==> src/rtl/uart_pkg.sv <==
// Shared types for the UART receive path: parity encodings, frame FSM states,
// error_flag bit positions and the parity reference function.
package uart_pkg;

    typedef enum logic [1:0] {
        PAR_NONE0 = 2'b00,
        PAR_ODD   = 2'b01,
        PAR_EVEN  = 2'b10,
        PAR_NONE3 = 2'b11
    } parity_t;

    typedef enum logic [2:0] {
        ST_IDLE   = 3'd0,
        ST_START  = 3'd1,
        ST_DATA   = 3'd2,
        ST_PARITY = 3'd3,
        ST_STOP   = 3'd4,
        ST_DONE   = 3'd5,
        ST_BREAK  = 3'd6
    } state_t;

    localparam int ERR_PARITY  = 0;
    localparam int ERR_FRAME   = 1;
    localparam int ERR_OVERRUN = 2;

    function automatic logic has_parity(input parity_t p);
        return (p == PAR_ODD) || (p == PAR_EVEN);
    endfunction

    // Data narrower than 8 bits is zero-extended, which leaves the XOR unchanged.
    function automatic logic expected_parity(input logic [7:0] d, input parity_t p);
        case (p)
            PAR_ODD:  return ~^d;
            PAR_EVEN: return ^d;
            default:  return 1'b0;
        endcase
    endfunction

endpackage

==> src/rtl/uart_rx_frame_ctrl_if.sv <==
// Host-side byte handshake of the UART receiver: data, flags, valid/ready.
interface uart_rx_frame_ctrl_if #(
    parameter int DATA_BITS = 8
) ();
    logic [DATA_BITS-1:0] rx_data;
    logic                 rx_valid;
    logic                 rx_ready;
    logic [2:0]           error_flag;

    modport master (output rx_data, output rx_valid, output error_flag, input rx_ready);
    modport slave  (input rx_data, input rx_valid, input error_flag, output rx_ready);
endinterface

==> src/rtl/uart_rx_sync.sv <==
// Two-flop synchronizer for the asynchronous serial line; resets to the idle level.
module uart_rx_sync (
    input  logic clk,
    input  logic reset_n,
    input  logic d,
    output logic q
);
    logic meta_r;
    logic sync_r;

    // Two-stage capture of the raw line
    always_ff @(posedge clk or negedge reset_n) begin
        if (!reset_n) begin
            meta_r <= 1'b1;
            sync_r <= 1'b1;
        end else begin
            meta_r <= d;
            sync_r <= meta_r;
        end
    end

    assign q = sync_r;
endmodule

==> src/rtl/uart_rx_frame_ctrl.sv <==
// UART receive frame sequencer: oversampled start/data/parity/stop walk,
// error detection and a single-entry valid/ready output register with overrun.
module uart_rx_frame_ctrl
    import uart_pkg::*;
#(
    parameter int DATA_BITS  = 8,
    parameter int OVERSAMPLE = 16
) (
    input  logic                  clk,
    input  logic                  reset_n,
    input  logic                  baud_tick,
    input  logic                  rx_in,
    input  logic [1:0]            parity_type,
    uart_rx_frame_ctrl_if.master  host,
    output logic                  busy
);
    localparam int TICK_W = $clog2(OVERSAMPLE);
    localparam int BIT_W  = $clog2(DATA_BITS + 1);
    localparam logic [TICK_W-1:0] HALF_LAST = TICK_W'(OVERSAMPLE / 2 - 1);
    localparam logic [TICK_W-1:0] FULL_LAST = TICK_W'(OVERSAMPLE - 1);
    localparam logic [BIT_W-1:0]  LAST_BIT  = BIT_W'(DATA_BITS - 1);

    logic                 rx_sync_s;
    state_t               state_r, state_next_s;
    logic [TICK_W-1:0]    tick_cnt_r;
    logic [TICK_W-1:0]    tick_last_s;
    logic                 sample_s;
    logic [BIT_W-1:0]     bit_cnt_r;
    logic [DATA_BITS-1:0] shift_r;
    parity_t              par_r;
    logic                 perr_r;
    logic                 ferr_r;
    logic [DATA_BITS-1:0] rx_data_r;
    logic                 rx_valid_r;
    logic [2:0]           error_r;
    logic                 busy_r;

    uart_rx_sync u_sync (
        .clk     (clk),
        .reset_n (reset_n),
        .d       (rx_in),
        .q       (rx_sync_s)
    );

    // Sample strobe: mid start bit after half a period, then once per full period
    always_comb begin
        tick_last_s = FULL_LAST;
        sample_s    = 1'b0;
        if (state_r == ST_START) begin
            tick_last_s = HALF_LAST;
        end else begin
            tick_last_s = FULL_LAST;
        end
        case (state_r)
            ST_START, ST_DATA, ST_PARITY, ST_STOP: sample_s = baud_tick && (tick_cnt_r == tick_last_s);
            default:                               sample_s = 1'b0;
        endcase
    end

    // FSM state register
    always_ff @(posedge clk or negedge reset_n) begin
        if (!reset_n) begin
            state_r <= ST_IDLE;
        end else begin
            state_r <= state_next_s;
        end
    end

    // FSM next-state logic
    always_comb begin
        state_next_s = state_r;
        case (state_r)
            ST_IDLE:   state_next_s = rx_sync_s ? ST_IDLE : ST_START;
            ST_START: begin
                if (sample_s) begin
                    state_next_s = rx_sync_s ? ST_IDLE : ST_DATA;
                end else begin
                    state_next_s = ST_START;
                end
            end
            ST_DATA: begin
                if (sample_s && (bit_cnt_r == LAST_BIT)) begin
                    state_next_s = has_parity(par_r) ? ST_PARITY : ST_STOP;
                end else begin
                    state_next_s = ST_DATA;
                end
            end
            ST_PARITY: state_next_s = sample_s ? ST_STOP : ST_PARITY;
            ST_STOP:   state_next_s = sample_s ? ST_DONE : ST_STOP;
            ST_DONE:   state_next_s = rx_sync_s ? ST_IDLE : ST_BREAK;
            ST_BREAK:  state_next_s = rx_sync_s ? ST_IDLE : ST_BREAK;
            default:   state_next_s = ST_IDLE;
        endcase
    end

    // Tick/bit counters, shift register and per-frame error capture
    always_ff @(posedge clk or negedge reset_n) begin
        if (!reset_n) begin
            tick_cnt_r <= '0;
            bit_cnt_r  <= '0;
            shift_r    <= '0;
            par_r      <= PAR_NONE0;
            perr_r     <= 1'b0;
            ferr_r     <= 1'b0;
        end else begin
            if ((state_r == ST_IDLE) && !rx_sync_s) begin
                tick_cnt_r <= '0;
            end else if (sample_s) begin
                tick_cnt_r <= '0;
            end else if (baud_tick) begin
                tick_cnt_r <= tick_cnt_r + TICK_W'(1);
            end
            if (sample_s) begin
                case (state_r)
                    ST_START: begin
                        bit_cnt_r <= '0;
                        par_r     <= parity_t'(parity_type);
                        perr_r    <= 1'b0;
                    end
                    ST_DATA: begin
                        shift_r   <= {rx_sync_s, shift_r[DATA_BITS-1:1]};
                        bit_cnt_r <= bit_cnt_r + BIT_W'(1);
                    end
                    ST_PARITY: perr_r <= (rx_sync_s != expected_parity(8'(shift_r), par_r));
                    ST_STOP:   ferr_r <= ~rx_sync_s;
                    default:   ;
                endcase
            end
        end
    end

    // Host output register: load on DONE, flag overrun if still full, clear on accept
    always_ff @(posedge clk or negedge reset_n) begin
        if (!reset_n) begin
            rx_data_r  <= '0;
            rx_valid_r <= 1'b0;
            error_r    <= 3'b000;
            busy_r     <= 1'b0;
        end else begin
            busy_r <= (state_next_s != ST_IDLE);
            if (state_r == ST_DONE) begin
                if (!rx_valid_r || host.rx_ready) begin
                    rx_data_r  <= shift_r;
                    rx_valid_r <= 1'b1;
                    error_r    <= {1'b0, ferr_r, perr_r};
                end else begin
                    error_r[ERR_OVERRUN] <= 1'b1;
                end
            end else if (rx_valid_r && host.rx_ready) begin
                rx_valid_r <= 1'b0;
                error_r    <= 3'b000;
            end
        end
    end

    assign host.rx_data    = rx_data_r;
    assign host.rx_valid   = rx_valid_r;
    assign host.error_flag = error_r;
    assign busy            = busy_r;
endmodule

==> src/flat_wrapper.sv <==
// flat-port wrapper written by rule: the top's interface ports become plain ports
module uart_rx_frame_ctrl_flat import uart_pkg::*;
#(
    parameter int DATA_BITS  = 8,
    parameter int OVERSAMPLE = 16
)
  (clk, reset_n, baud_tick, rx_in, parity_type, busy, host_rx_data, host_rx_valid, host_error_flag, host_rx_ready);
  uart_rx_frame_ctrl_if #(.DATA_BITS(DATA_BITS)) host_i ();
  input  logic clk;
  input  logic reset_n;
  input  logic baud_tick;
  input  logic rx_in;
  input  logic [1:0] parity_type;
  output logic busy;
  output wire logic [$bits(host_i.rx_data)-1:0] host_rx_data;
  output wire logic [$bits(host_i.rx_valid)-1:0] host_rx_valid;
  output wire logic [$bits(host_i.error_flag)-1:0] host_error_flag;
  input wire logic [$bits(host_i.rx_ready)-1:0] host_rx_ready;
  assign host_rx_data = host_i.rx_data;
  assign host_rx_valid = host_i.rx_valid;
  assign host_error_flag = host_i.error_flag;
  assign host_i.rx_ready = host_rx_ready;
  uart_rx_frame_ctrl #(.DATA_BITS(DATA_BITS), .OVERSAMPLE(OVERSAMPLE)) u_core (.clk(clk), .reset_n(reset_n), .baud_tick(baud_tick), .rx_in(rx_in), .parity_type(parity_type), .host(host_i), .busy(busy));
endmodule
==> config.mk <==
export PLATFORM = sky130hd
export DESIGN_NAME = uart_rx_frame_ctrl_flat
export DESIGN_NICKNAME = d
export VERILOG_FILES = /design/src/rtl/uart_pkg.sv /design/src/rtl/uart_rx_frame_ctrl_if.sv /design/src/rtl/uart_rx_sync.sv /design/src/rtl/uart_rx_frame_ctrl.sv /design/src/flat_wrapper.sv
export SDC_FILE = /design/constraint.sdc
export NUM_CORES = 1
export LEC_CHECK = 0
export CAP_MARGIN = 0
export CELL_PAD_IN_SITES_DETAIL_PLACEMENT = 1
export CELL_PAD_IN_SITES_GLOBAL_PLACEMENT = 1
export CORE_MARGIN = 3
export CORE_UTILIZATION = 47
export CTS_CLUSTER_DIAMETER = 200
export DETAILED_ROUTE_END_ITERATION = 6
export PLACE_DENSITY_LB_ADDON = 0.25
export SLEW_MARGIN = 20
export SYNTH_ARGS = -nofsm -noshare
export SYNTH_HDL_FRONTEND = slang
export SYNTH_SLANG_ARGS = --single-unit
==> constraint.sdc <==
create_clock -name clk -period 4.2 [get_ports clk]
set_clock_uncertainty 0.1 [all_clocks]
set_input_delay 0.42 -clock clk [delete_from_list [all_inputs] [get_ports clk]]
set_output_delay 0.42 -clock clk [all_outputs]
set_load 0.02 [all_outputs]
=== After elaboration in Yosys (flattened, before gate mapping) ===
Cells that the tools add are included.

* Bits in registers: 38
* Input bits: 7
* Logic and storage cells: 80

* Add/sub/neg operators: 2
* Eq/ne operators: 12
* Muxes and demuxes: 26
* Bitwise operators: 1
* Reduce and logical (&&, ||, !) cells: 25

{| class="wikitable"
|+ Operators with widths
! cell !! count
|-
| 3-bit 2-to-1 mux || 7
|-
| 3-bit one-hot mux with 6 select lines || 1
|-
| 4-bit 2-to-1 mux || 4
|-
| 2-bit AND reduction || 7
|-
| 3-bit equality test, second input constant || 3
|-
| 1-bit 2-to-1 mux || 9
|-
| 4-bit by 1-bit adder with 4-bit output, second input constant || 2
|-
| 4-bit one-hot mux with 2 select lines || 1
|-
| 8-bit XNOR reduction || 1
|-
| 8-bit parity || 1
|-
| 3-bit by 2-bit equality test with 1-bit output, second input constant || 2
|-
| 2-bit nonzero test || 3
|-
| 3-bit nonzero test || 2
|-
| 4-bit by 3-bit equality test with 1-bit output, second input constant || 1
|-
| 4-bit equality test || 1
|-
| 1-bit logical AND || 4
|-
| 2-bit 2-to-1 mux || 2
|-
| 1-bit one-hot mux with 2 select lines || 2
|-
| 4-bit OR reduction || 1
|-
| 3-bit by 1-bit equality test with 1-bit output, second input constant || 1
|-
| 3-bit logical NOT || 1
|-
| 2-bit by 1-bit equality test with 1-bit output, second input constant || 1
|-
| 2-bit equality test, second input constant || 1
|-
| 1-bit logical NOT || 2
|-
| other kinds (5) || 6
|}

=== Longest topological paths before layout ===
Gate-level depths: netlist of run 1.

* Depth in word-level cells: 9
* Depth in mapped cells: 8

=== Hierarchy ===
A second synthesis of run 1 with hierarchy kept.

* Cell total of the unflattened synthesis: 171
* Area total of the unflattened synthesis: 1839.3 um2

{| class="wikitable"
|+ Modules (own cells, without submodules)
! module !! times used !! cells each !! area an instance (um2) !! seq. area each (um2)
|-
| uart_rx_frame_ctrl || 1 || 169 || 1786.7 || 900.9
|-
| uart_rx_sync || 1 || 2 || 52.6 || 52.6
|}

=== Worst setup path before layout of run 1 ===
Ideal clock, no wire load.

* Path type: flip-flop to flip-flop
* Start point: reg u_core.tick_cnt_r[0]
* End point: reg u_core.shift_r[2]
* Library setup time: 0.125 ns
* Data arrival time: 1.608 ns
* Path slack: 2.367 ns
* Stages on the path, launching flop included: 7
* Path buffers: 2
* Period minus slack after synthesis: 1.833 ns
* Cells stage by stage: dfrtp_1 > ha_1 > nand4_2 > or3_1 > buf_6 > buf_8 > mux2_4

* Word-level cells in the longest chain between the ends: 4

{| class="wikitable"
|+ RTL lines
! element !! line !! RTL
|-
| start: declaration || uart_rx_frame_ctrl.sv:25 || <nowiki>logic [TICK_W-1:0] tick_cnt_r;</nowiki>
|-
| start signal: assignment || uart_rx_frame_ctrl.sv:111 || <nowiki>tick_cnt_r <= tick_cnt_r + TICK_W'(1);</nowiki>
|-
| 4-bit equality test || uart_rx_frame_ctrl.sv:55 || <nowiki>ST_START, ST_DATA, ST_PARITY, ST_STOP: sample_s = baud_tick && (tick_cnt_r == tick_last_s);</nowiki>
|-
| 1-bit logical AND || uart_rx_frame_ctrl.sv:55 ||
|-
| 1-bit 2-to-1 mux || uart_rx_frame_ctrl.sv:54 || <nowiki>case (state_r)</nowiki>
|-
| 2-bit AND reduction (no line) || -- ||
|-
| end signal: assignment || uart_rx_frame_ctrl.sv:121 || <nowiki>shift_r <= {rx_sync_s, shift_r[DATA_BITS-1:1]};</nowiki>
|-
| end: declaration || uart_rx_frame_ctrl.sv:29 || <nowiki>logic [DATA_BITS-1:0] shift_r;</nowiki>
|}

Every way passes these cells.
A chain may end at the register's enable or synchronous reset.

=== Final worst setup path of run 1 ===
* Start point: in baud_tick
* End point: reg u_core.bit_cnt_r[2]

* Word-level cells in the longest chain between the ends: 3

{| class="wikitable"
|+ RTL lines
! element !! line !! RTL
|-
| start: declaration || flat_wrapper.sv:11 || <nowiki>input logic baud_tick;</nowiki>
|-
| 1-bit logical AND || uart_rx_frame_ctrl.sv:55 ||
|-
| 1-bit 2-to-1 mux || uart_rx_frame_ctrl.sv:54 ||
|-
| 2-bit AND reduction (no line) || -- ||
|-
| end signal: assignment || uart_rx_frame_ctrl.sv:122 || <nowiki>bit_cnt_r <= bit_cnt_r + BIT_W'(1);</nowiki>
|-
| end: declaration || uart_rx_frame_ctrl.sv:28 || <nowiki>logic [BIT_W-1:0] bit_cnt_r;</nowiki>
|}

Every way passes these cells.

==> results.md, run 1 <==
- DP HPWL: 2.730 mm
- Drt pass-1 iters: 4
- TNS Setup: 0 ps
- CP cell instances: clkdlybuf4s50_1, nand4_2, or3_1, o41ai_1, o21ai_1, nand2_1, o21ai_0
- Via count: 1324
- Multi-input logic area: 810.8 µm²
- Skew-Pair Late Insertion Delay: 290 ps
- Num ports: 20
- Synth cell types: 38
- GPL Wtd Cong: 0.8617
- Endpoints failing hold: 0
- Die height: 68.83 µm
- Buf+Inv Stages, Crit Path: 1
- Tmin final: 2440 ps
- FMAX: 409.8 MHz
- Worst Path Required: 4240 ps
- FF/Latch Area: 953.4 µm²
- Delay of the slowest critical-path stage: 680 ps
- Commonest non-fill, non-tap cell in the layout: dfrtp_1
- Number of port buffers: 19
- Max-Cap Viols: 0
- Power per cell area: 442.7 nW/µm²
- Nets: 198
- Layout cell share with drive strength beyond 1: 15.43%
- CP endpoint kind: flop
- Leak: 0.0009846 µW
- Final WL: 3.977 mm
- Final Max Tran Viols: 0
- Synth Register Bits: 38
- GRT overflow: 0
- Startpoint types: primary input
- Die area: 4738 µm²
- Antenna fix cells: 0
- H-tree levels: 2
- Postcts setup bufs: 0
- Iter 0 DRT Violations: 27
- Number of global-route vias before repair: 1418
- First-pass GRT wire length: 6.989 mm
- Max-slew headroom: 43.47%
- Post-CTS resize count: 0
- Hold Slack: 127.2 ps
- Critical path's top delay family: simple AND/OR/NAND/NOR gates
- Synth Net Count: 179
- Area growth syn-to-layout: 15.17%
- TritonCTS clock tree: yes
- Worst IR Drop VDD: 0.0002728 V
- Syn avg cell area: 11.04 µm²
- Gr usage total: 20.48%
- Synth warn: 0
- Critical Path AT: 2480 ps
- Clk buf depth: 2
- CTS clock-pin slew for the worst setup and hold paths: 80 ps
- Post-route ant nets: 0
- Hold Crit Class: primary input to async pin
- Core area: 3744 µm²
- Critical-path maximum fanout: 16
- Gate Count Post-Synth: 168
- Fill cell count: 425
- Final setup fails: 0
- Critical path's slowest cell: or3_1
- Die extent in x: 68.83 µm
- Most frequent cells in the layout: 36 x dfrtp_1, 18 x clkdlybuf4s50_1, 16 x nor2_1, 13 x mux2_2
- Status: finished, final reports clean
- Final worst-path cycle share: 58.10%
- Row count: 22
- CTS sink count: 38
- Vias per cell: 5.610
- Hold-fix buffers, CTS: 0
- Starting Density: 49.57%
- Syn Std Cell Area: 1856 µm²
- RSZ-0062 raised after global routing: false
- Pin count of the biggest net entering global routing: 39
- CTS root buf: clkbuf_8
- # DRC: 0
- Num CTS Buffers: 5
- WL/cell: 16.85 µm
- Post-synthesis sequential area ratio: 51.38%
- Crit path kind: primary input to flop
- Worst-margin pin slew: 847.9 ps
- Initial antenna violation count: 0
-- flip-flops by register name (all words and copies together) (netlist names) --
| register | count |
|---|---|
| u_core.tick_cnt_r | 4 |
| u_core.host.error_flag | 3 |
| u_core.busy | 1 |
| u_core.host.rx_valid | 1 |
| u_core.shift_r | 8 |
| u_core.ferr_r | 1 |
| u_core.bit_cnt_r | 4 |
| u_core.state_r | 3 |
| u_core.perr_r | 1 |
| u_core.host.rx_data | 8 |
| u_core.u_sync.q | 1 |
| u_core.u_sync.meta_r | 1 |
| u_core.par_r | 2 |
-- per-stage QoR --
step	std cells	area (µm²)	power [µW]	worst slack [ps]	util [%]
after floorplan	168	1856	614.2	2367	-
after global placement	228	2047	673.4	1715	54.68
after detailed placement	228	2047	689.9	1457	54.68
after CTS	236	2137	957.9	1761	57.09
after global routing	236	2137	1004	1612	57.09
final	236	2137	946.0	1760	57.09
-- area by class of cell --
type,count,area share [%]
multi-input cells,113,37.94
clock buffers,8,4.215
repair buffers,19,8.665
well taps,48,2.810
inverters,10,1.756
flip-flops and latches,38,44.61
-- metal layers --
metal,vias to the layer above,part of all wire (%),GRT usage [%]
li1,622,-,-
met1,674,44,24.82
met2,20,50,34.92
met3,8,3.6,4.214
met4,0,1.7,9.246
met5,-,0,0
-- cell families after synthesis --
group / count (synthesis) / share of synthesized area, %
AOI/OAI and AO/OA: 34 / 12.88
xor gates and xnor gates: 9 / 4.248
adders and majority gates: 4 / 2.697
buffers and inverters: 17 / 4.923
DFF: 38 / 51.38
muxes: 18 / 11.40
and+or+nand+nor: 48 / 12.48
-- report_power, final --
| group | leakage, µW | switching, µW | internal (µW) |
|---|---|---|---|
| Combinational | 0.000447 | 123 | 88.7 |
| Sequential | 0.000492 | 63.0 | 410 |
| Clock | 0.0000455 | 127 | 134 |
-- cells in the mapped netlist (all sizes together) --
master | count | area (µm²)
a2111oi | 1 | 8.760
a21boi | 1 | 7.510
a21o | 2 | 15.01
a21oi | 10 | 61.31
a22o | 2 | 17.52
a31oi | 1 | 12.51
a32oi | 1 | 8.760
and3 | 1 | 6.260
and3b | 1 | 8.760
buf | 7 | 53.80
dfrtp | 36 | 900.9
dfstp | 2 | 52.55
ha | 4 | 50.05
inv | 10 | 37.54
mux2 | 16 | 191.4
mux2i | 2 | 20.02
nand2 | 10 | 37.54
nand2b | 3 | 18.77
nand3 | 7 | 35.03
nand4 | 1 | 12.51
nor2 | 16 | 60.06
nor3 | 3 | 15.01
nor4 | 1 | 6.260
o21ai | 9 | 45.04
o221ai | 1 | 8.760
o22ai | 1 | 6.260
o31ai | 3 | 22.52
o41ai | 2 | 25.03
or3 | 5 | 31.28
xnor2 | 7 | 61.31
xor2 | 2 | 17.52
-- worst register-to-register path: cells and delay by family (launching register included) --
kind	cells	cell delay, ps
flip-flops	1	540
AO/OA/AOI/OAI	3	530
AND/OR/NAND/NOR	3	1050
-- final timing paths --
path,start,to,slack [ps],cells past startpoint
max in group asynchronous,reset_n,u_core.par_r[1],3340,1
min in group clk,u_core.u_sync.meta_r,u_core.u_sync.q,260,0
worst max register to register,u_core.state_r[2],u_core.bit_cnt_r[2],1820,6
worst max-delay path,baud_tick,u_core.bit_cnt_r[2],1760,7
worst min register to register,u_core.u_sync.meta_r,u_core.u_sync.q,260,0
worst min-delay path,reset_n,u_core.host.rx_data[1],130,1
Note: power is estimated with default switching activity, not from simulation.
==> run 2: changes to the inputs <==
--- a/config.mk
+++ b/config.mk
@@ -9,7 +9,7 @@
 export CELL_PAD_IN_SITES_DETAIL_PLACEMENT = 1
 export CELL_PAD_IN_SITES_GLOBAL_PLACEMENT = 1
 export CORE_MARGIN = 3
-export CORE_UTILIZATION = 47
+export CORE_UTILIZATION = 40
 export CTS_CLUSTER_DIAMETER = 200
 export DETAILED_ROUTE_END_ITERATION = 6
 export PLACE_DENSITY_LB_ADDON = 0.25
==> constraint.sdc (replaced) <==
create_clock -name clk -period 2.2 [get_ports clk]
set_clock_uncertainty 0.1 [all_clocks]
set_input_delay 0.22 -clock clk [delete_from_list [all_inputs] [get_ports clk]]
set_output_delay 0.22 -clock clk [all_outputs]
set_load 0.02 [all_outputs]
==> run 2 against run 1 <==
  * Clock power up 120%
  * Cell count is 3.4% higher
  * Non-clock buffer count increased by 4
  * Register-to-register slack worse by 1600 ps
  * Final area rose by 2.5%
  * Sequential power increased by 90%
  * Clock-buffer cell count is 1 lower
  * Routed wire length increased by 0.48%
  * Worst hold slack improved by 100 ps
  * Largest power group unchanged
==> results.md, run 2 (synthesis results as in run 1) <==
- CTS root buf: clkbuf_8
- Antenna fix cells: 0 (unchanged)
- Power per cell area: 861.9 nW/µm² (+95%)
- TNS Setup: 0 ps (unchanged)
- Critical path's slowest cell: dfrtp_1
- Max-Cap Viols: 0 (unchanged)
- Hold Crit Class: primary input to flop
- Nets: 202 (+2.0%)
- Drt pass-1 iters: 4 (unchanged)
- Num ports: 20 (unchanged)
- Gr usage total: 16.85% (-3.6 points)
- H-tree levels: 2 (unchanged)
- WL/cell: 16.38 µm (-2.8%)
- DP HPWL: 2.841 mm (+4.1%)
- Worst IR Drop VDD: 0.0003815 V (+40%)
- Most frequent cells in the layout: 36 x dfrtp_1, 18 x clkdlybuf4s50_1, 16 x nor2_1, 13 x mux2_2
- Skew-Pair Late Insertion Delay: 290 ps (about the same)
- GRT overflow: 0 (unchanged)
- CTS sink count: 38 (unchanged)
- Worst-margin pin slew: 855.9 ps (+7.957 ps)
- Number of global-route vias before repair: 1440 (+1.6%)
- Pin count of the biggest net entering global routing: 39 (unchanged)
- Final setup fails: 0 (unchanged)
- CTS clock-pin slew for the worst setup and hold paths: 70 ps (about the same)
- Die extent in x: 74.11 µm (+7.7%)
- Endpoints failing hold: 0 (unchanged)
- Buf+Inv Stages, Crit Path: 0 (-1)
- First-pass GRT wire length: 7.038 mm (+0.70%)
- Die area: 5492 µm² (+16%)
- Crit path kind: flop to flop
- Max Used Layer: met4
- Leak: 0.001011 µW (+2.7%)
- Die height: 74.11 µm (+7.7%)
- TritonCTS clock tree: yes
- Critical-path maximum fanout: 5 (-11)
- RSZ-0062 raised after global routing: false
- Placed Area: 2074 µm² (+1.3%)
- Row count: 24 (+9.1%)
- # DRC: 0 (unchanged)
- Initial antenna violation count: 0 (unchanged)
- Layout cell share with drive strength beyond 1: 16.67% (+1.2 points)
- Core area: 4414 µm² (+18%)
- Max-slew headroom: 42.94% (-0.53 points)
- Final worst-path cycle share: 91.60%
- CP cell instances: ha_1, nand3_1, nor2_1, o21ai_0, o21ai_0, a21o_1, or3_1
- Critical path's top delay family: simple AND/OR/NAND/NOR gates
- Most used cell, CP: o21ai_0
- Startpoint types: flop
- FMAX: 496.2 MHz
- Final Max Tran Viols: 0 (unchanged)
- Clk buf depth: 2 (unchanged)
- Iter 0 DRT Violations: 62 (+130%)
- Met2 WL: 2.019 mm (+1.1%)
- CP endpoint kind: flop
- Postcts setup bufs: 0 (unchanged)
- Status: finished, final reports clean
- Design area: 2191 µm² (+2.5%)
- Commonest non-fill, non-tap cell in the layout: dfrtp_1
- Critical Path AT: 2080 ps (-400 ps)
- Met3 Wirelength: 132 µm (-8.3%)
- Tmin final: 2015 ps
- Fill cell count: 480 (+13%)
- Post-route ant nets: 0 (unchanged)
- Starting Density: 42.04% (-7.5 points)
- Vias per cell: 5.496 (-2.0%)
- Worst Path Required: 2270 ps (-1970 ps)
- Number of port buffers: 19 (unchanged)
- Delay of the slowest critical-path stage: 420 ps (-260 ps)
- Via count: 1341 (+1.3%)
- GPL Wtd Cong: 0.8399 (-2.5%)
- M1 WL: 1.805 mm (+2.3%)
- Final WL: 3.996 mm (+0.48%)
- Area growth syn-to-layout: 18.07%
- Num CTS Buffers: 5 (unchanged)
## run 2: changes by cell type in the layout (fill, tap and decap cells not counted), sizes merged
cell | before | now
clkbuf | 8 | 7
buf | 1 | 4
bufinv | 0 | 1
dlygate4sd3 | 0 | 1
## run 2: timing repair
action	in CTS	in global routing
gates resized for setup	0	0
setup endpoints to repair	0	0
hold buffers	1	0
hold endpoints to repair	36	0
## run 2: metrics by stage
| stage | hold WS, ps | worst slack (ps) | std cells | utilization, % | total power [µW] |
|---|---|---|---|---|---|
| after floorplan | -175.6 | 366.7 | 168 | - | 1172 |
| after global placement | 246.2 | 145.0 | 235 | 47.00 | 1290 |
| after detailed placement | 248.1 | 68.07 | 235 | 47.00 | 1322 |
| after CTS | 220.9 | 166.6 | 244 | 49.63 | 1916 |
| after global routing | 227.6 | 54.57 | 244 | 49.63 | 2014 |
| final | 231.7 | 184.8 | 244 | 49.63 | 1888 |
## run 2: metal layers
| metal | vias up | GRT usage [%] |
|---|---|---|
| met3 | 5 | 5.000 |
| met2 | 20 | 28.44 |
| met1 | 677 | 21.28 |
| met5 | - | 0 |
| met4 | 0 | 4.024 |
| li1 | 639 | - |
## run 2: power by group
group	switching [µW]	internal, µW	total, µW
Sequential	116	783	899
Combinational	234	173	407
Clock	243	339	582
## run 2: worst paths after layout
kind / startpoint / cells after the start / slack [ps] / endpoint
max: u_core.tick_cnt_r[0] / 7 / 180 / u_core.busy
min: rx_in / 1 / 230 / u_core.u_sync.meta_r
max reg2reg: u_core.tick_cnt_r[0] / 7 / 180 / u_core.busy
min reg2reg: u_core.u_sync.meta_r / 0 / 260 / u_core.u_sync.q
max in group asynchronous: reset_n / 2 / 990 / u_core.host.error_flag[0]
min in group asynchronous: reset_n / 2 / 480 / u_core.host.rx_valid
## run 2: layout make-up
| class | count | area, µm² | area share (%) |
|---|---|---|---|
| Tap cell | 52 | 65.06 | 2.970 |
| Timing Repair Buffer | 23 | 217.7 | 9.937 |
| Multi-Input combinational cell | 113 | 810.8 | 37.01 |
| Clock inverter | 1 | 30.03 | 1.371 |
| Clock buffer | 7 | 76.32 | 3.484 |
| Sequential cell | 38 | 953.4 | 43.52 |
| Inverter | 10 | 37.54 | 1.713 |
